### config.mk
export PLATFORM = sky130hd
export DESIGN_NAME = shift_reg_lanes
export DESIGN_NICKNAME = d
export VERILOG_FILES = /design/src/rtl/shift_reg_pkg.sv /design/src/rtl/shift_reg_lane.sv /design/src/rtl/shift_reg_lanes.sv
export SDC_FILE = /design/constraint.sdc
export NUM_CORES = 1
export LEC_CHECK = 0
export CORE_AREA = 2 2 39 41
export CTS_CLUSTER_DIAMETER = 100
export DETAILED_ROUTE_END_ITERATION = 8
export DIE_AREA = 0 0 41 43
export HOLD_SLACK_MARGIN = 0.12
export PLACE_DENSITY = 0.65
export RECOVER_POWER = 25
export REMOVE_ABC_BUFFERS = 1
export SYNTH_ARGS = -nofsm -noshare
export SYNTH_HDL_FRONTEND = slang
export SYNTH_SLANG_ARGS = --single-unit
export TNS_END_PERCENT = 100
### constraint.sdc
create_clock -name clk_i -period 1.15 [get_ports clk_i]
set_input_delay 0.1725 -clock clk_i [delete_from_list [all_inputs] [get_ports clk_i]]
set_output_delay 0.1725 -clock clk_i [all_outputs]
set_load 0.03 [all_outputs]
### src/rtl/shift_reg_pkg.sv
// Shared definitions for the multi-lane shift register: mode encodings and helpers.
package shift_reg_pkg;

    typedef enum logic [1:0] {
        MODE_HOLD = 2'b00,
        MODE_SHL  = 2'b01,
        MODE_SHR  = 2'b10,
        MODE_LOAD = 2'b11
    } shift_mode_e;

    // Both shift directions advance the shared word counter.
    function automatic logic mode_is_shift(shift_mode_e m);
        return (m == MODE_SHL) || (m == MODE_SHR);
    endfunction

endpackage

### src/rtl/shift_reg_lane.sv
// One lane of shift_reg_lanes: lane register, serial-out bit and, when
// SHREG_DETECT_EN is defined, a registered pattern-match flag.
module shift_reg_lane
    import shift_reg_pkg::*;
#(
    parameter int WIDTH = 4
) (
    input  logic             clk_i,
    input  logic             rst_ni,
    input  logic             en_i,
    input  logic [1:0]       mode_i,
    input  logic             d_i,
    input  logic [WIDTH-1:0] load_data_i,
`ifdef SHREG_DETECT_EN
    input  logic [WIDTH-1:0] pattern_i,
    output logic             match_o,
`endif
    output logic [WIDTH-1:0] out_o,
    output logic             sout_o
);

    shift_mode_e      mode;
    logic [WIDTH-1:0] lane_q, lane_d;
    logic             sout_q, sout_d;

    assign mode = shift_mode_e'(mode_i);

    always_comb begin
        lane_d = lane_q;
        sout_d = sout_q;
        if (en_i) begin
            unique case (mode)
                MODE_SHL: begin
                    lane_d = {lane_q[WIDTH-2:0], d_i};
                    sout_d = lane_q[WIDTH-1];
                end
                MODE_SHR: begin
                    lane_d = {d_i, lane_q[WIDTH-1:1]};
                    sout_d = lane_q[0];
                end
                MODE_LOAD: lane_d = load_data_i;
                default: ;
            endcase
        end
    end

    always_ff @(posedge clk_i or negedge rst_ni) begin
        if (!rst_ni) begin
            lane_q <= '0;
            sout_q <= 1'b0;
        end else begin
            lane_q <= lane_d;
            sout_q <= sout_d;
        end
    end

    assign out_o  = lane_q;
    assign sout_o = sout_q;

`ifdef SHREG_DETECT_EN
    // Compare against the next lane value so match lines up with out_o.
    logic match_q, match_d;

    assign match_d = (lane_d == pattern_i);

    always_ff @(posedge clk_i or negedge rst_ni) begin
        if (!rst_ni) begin
            match_q <= 1'b0;
        end else begin
            match_q <= match_d;
        end
    end

    assign match_o = match_q;
`endif

endmodule

### src/rtl/shift_reg_lanes.sv
// Multi-lane bidirectional shift register with parallel load and a shared
// word counter. Optional pattern detection is enabled by SHREG_DETECT_EN.
module shift_reg_lanes
    import shift_reg_pkg::*;
#(
    parameter int WIDTH = 4,
    parameter int LANES = 1
) (
    input  logic                   clk_i,
    input  logic                   rst_ni,
    input  logic                   en_i,
    input  logic [1:0]             mode_i,
    input  logic [LANES-1:0]       d_i,
    input  logic [LANES*WIDTH-1:0] load_data_i,
`ifdef SHREG_DETECT_EN
    input  logic [WIDTH-1:0]       pattern_i,
    output logic [LANES-1:0]       match_o,
`endif
    output logic [LANES*WIDTH-1:0] out_o,
    output logic [LANES-1:0]       sout_o,
    output logic                   word_valid_o
);

    localparam int CNT_W = $clog2(WIDTH + 1);
    localparam logic [CNT_W-1:0] LAST_CNT = CNT_W'(WIDTH - 1);

    shift_mode_e      mode;
    logic [CNT_W-1:0] cnt_q, cnt_d;
    logic             word_valid_q, word_valid_d;

    assign mode = shift_mode_e'(mode_i);

    for (genvar l = 0; l < LANES; l++) begin : g_lane
        shift_reg_lane #(
            .WIDTH(WIDTH)
        ) u_lane (
            .clk_i       (clk_i),
            .rst_ni      (rst_ni),
            .en_i        (en_i),
            .mode_i      (mode_i),
            .d_i         (d_i[l]),
            .load_data_i (load_data_i[l*WIDTH +: WIDTH]),
`ifdef SHREG_DETECT_EN
            .pattern_i   (pattern_i),
            .match_o     (match_o[l]),
`endif
            .out_o       (out_o[l*WIDTH +: WIDTH]),
            .sout_o      (sout_o[l])
        );
    end

    // The WIDTH-th shift wraps the counter straight to 0, so back-to-back
    // words pulse word_valid every WIDTH shifts with no dead cycle.
    always_comb begin
        cnt_d        = cnt_q;
        word_valid_d = 1'b0;
        if (en_i) begin
            if (mode == MODE_LOAD) begin
                cnt_d = '0;
            end else if (mode_is_shift(mode)) begin
                if (cnt_q == LAST_CNT) begin
                    cnt_d        = '0;
                    word_valid_d = 1'b1;
                end else begin
                    cnt_d = cnt_q + CNT_W'(1);
                end
            end
        end
    end

    always_ff @(posedge clk_i or negedge rst_ni) begin
        if (!rst_ni) begin
            cnt_q        <= '0;
            word_valid_q <= 1'b0;
        end else begin
            cnt_q        <= cnt_d;
            word_valid_q <= word_valid_d;
        end
    end

    assign word_valid_o = word_valid_q;

endmodule

==> flow_summary.yaml <==
yosys:
  yosys.area_share.simple_pct: 12.3
  synth_compound_area_share_pct: 23.8
  synth_top_area_share_pct: 47.0
  ys_top_cells_by_count: "dfrtp_1, a21oi_1, nand2_1, nor2_1, o21ai_1"
  synth.area.top_cells: "dfrtp_1, ha_1, a22o_1"
  synth_cell_types: 17
  synth_area_per_cell_um2: 9.78
  synth_flop_cell: "dfrtp_1"
  syn-cell-area_um2: 479
  yosysMostFrequentCell: "dfrtp_1"
  async_reset_ff_share_pct: 100
  ys_seq_elements: 9
  synth_top_family_by_area: "compound AO/OA/AOI/OAI gates"
  yosysWarnings: 0
  synth.area.mux_share_pct: 2.09
  synthXorXnorAreaFrac_pct: 0
  ys_seq_area_share_pct: 47.0
  synth_edf_count: 0
  synthAdderAreaFrac_pct: 10.4
  yosys.area.top_type: "dfrtp_1"
  netlist_instances: 49
floorplanning:
  rows: 14
  die_w_um: 41
  core_um2: 1380
  fp.dieH_um: 43
  die_area_um2: 1760
  io_pins: 16
  start_util_pct: 34.6
clock_tree:
  clk_pin_slew_worst_paths_ps: 60
  cts_tree: "done"
  clock_sinks: 9
  cts_buffer_depth: 2
  clk_latency_ps: 260
  hold_buffers: 0
  htree_levels: 1
  numCtsBuffers: 3
  root_buffer: "clkbuf_4"
finish:
  fin_nets: 87
  drive_above_1_share_pct: 26.4
  final_cell_area_um2: 711
  nFillCells: 136
  synthToLayoutAreaGrowth_pct: 48.3
  antenna_cells: 0
  instances_no_fill: 88
  fin_util_pct: 51.4
placed_design:
  dp_worst_setup_slack_ps: -428
  placed_cell_area_um2: 672
  place.gp.congestion: 0.753
  dp_hpwl_um: 758
  io_buffers: 15
  dp.cells: 84
detailed_routing:
  maxUsedRoutingLayer: "met4"
  wl_met1_um: 431
  route.met2.wl_um: 456
  routed_wl_um: 986
  vias: 451
  ant_nets: 0
  routedWlPerCell_um: 11.2
  firstDrtPassIters: 4
  drt_iter0_markers: 5
  drc_errors: 0
  wl_met3_um: 64
  viasPerCell: 5.13
setup_path:
  path_class: "reg2reg"
  worst-r2r-setup-slack_ps: 90
  end_kind: "register"
  r2r-end: "cnt_q[0]"
  worstPathCellList: "ha_2 -> a2111oi_4 -> a21o_1"
  r2r_cells: 3
  max_stage_delay_ps: 380
  reg2reg_from: "cnt_q[1]"
  critPathArrivalTime_ps: 1260
  critPathLaunchType: "register"
  worstPathBufferInverterCount: 0
  critPathTopFamily: "compound AO/OA/AOI/OAI gates"
  slowest_stage: "dfrtp_1"
  cp.required_ps: 1350
  crit_fanout: 3
pwr:
  power.density_nw_per_um2: 1480
  p_leak_nw: 0.341
  ir_drop_mv: 0.563
  finalPower_mw: 1.05
sta:
  min_period_over_period_pct: 92.0
  rsz0062_at_grt: "false"
  fin_crit_ps: 1060
  worst_slack_ps: 92.4
  fmax_ghz: 0.946
  setup-violations-final: 0
  fin_skew_ps: 4.43
  tns_ps: 0
  hold_viol_final: 0
  worst_slew_margin_rel_pct: 74.0
  hold_ws_ps: 265
  tightest_slew_ps: 388
  slew_violations: 0
global_routing:
  grt_pass1_wl_um: 1620
  antenna_found_initial: 0
  grt_start_max_net_pins: 10
  grt_pass1_vias: 387
  grt-ovfl-total: 0
  grtUsageTotal_pct: 14.5
worst_hold_path:
  hp-class: "in2async"
run:
  drv_cap: 0
outcome:
  status: "complete, no violations"
how the worst max path moves through the flow:
| stage | startpoint | end | slack [ps] | depth (start not counted) |
|---|---|---|---|---|
| finish | cnt_q[1] | cnt_q[0] | 90 | 3 |
| global route | cnt_q[1] | cnt_q[0] | 9 | 3 |
| floorplan | mode_i[0] | cnt_q[0] | 50 | 5 |
| global placement | mode_i[0] | g_lane[0].u_lane.out_o[2] | -380 | 6 |
| detailed placement | mode_i[0] | cnt_q[0] | -430 | 6 |
| CTS | word_valid_o | word_valid_o | 5 | 1 |
routing by layer:
layer  up-vias  track usage [%]
li1        219                -
met1       212             19.1
met2        16             18.1
met3         4             4.71
met4         0             12.0
met5         -                0
placed cells by master (no fill, tap or decap), drive strengths merged:
cell and count:
nand4 1, a31oi 1, nand2 5, a22o 4, mux2i 1, clkdlybuf4s50 6, a2111oi 1, o21ai 5
buf 11, a21o 1, nand2b 2, a21oi 5, dlygate4sd3 1, clkbuf 5, dlygate4sd2 2, nor2 5
ha 4, inv 3, dfrtp 9
registers in the layout (all words and copies together), names as in the netlist:
register              cells
word_valid_o              1
cnt_q                     3
g_lane.u_lane.out_o       4
g_lane.u_lane.sout_o      1
area by class of cell:
| cell class | instances | area (um^2) | area share [%] |
|---|---|---|---|
| multi-input combinational | 35 | 253 | 35.6 |
| clock buffer | 4 | 26.3 | 3.70 |
| timing repair buffer | 21 | 175 | 24.6 |
| sequential | 9 | 225 | 31.7 |
| inverter | 3 | 11.3 | 1.58 |
| tap | 16 | 20.0 | 2.82 |
where the power goes:
group	switching [mW]	leakage (nW)	internal (mW)
Combinational	0.196	0.211	0.180
Sequential	0.0495	0.116	0.379
Clock	0.110	0.0150	0.134
kinds of logic after synthesis:
kind of cell | Yosys count
AO/OA/AOI/OAI | 17
adder cells (fa/ha/maj) | 4
buffers and inverters | 5
flip-flops | 9
multiplexers | 1
AND/OR/NAND/NOR | 13
what timing repair did:
item	CTS	global route
setup buffers	0	0
gates resized for setup	5	3
pin swaps	0	1
setup endpoints to repair	9	2
No activity file was read; power rests on OpenSTA's default activity.
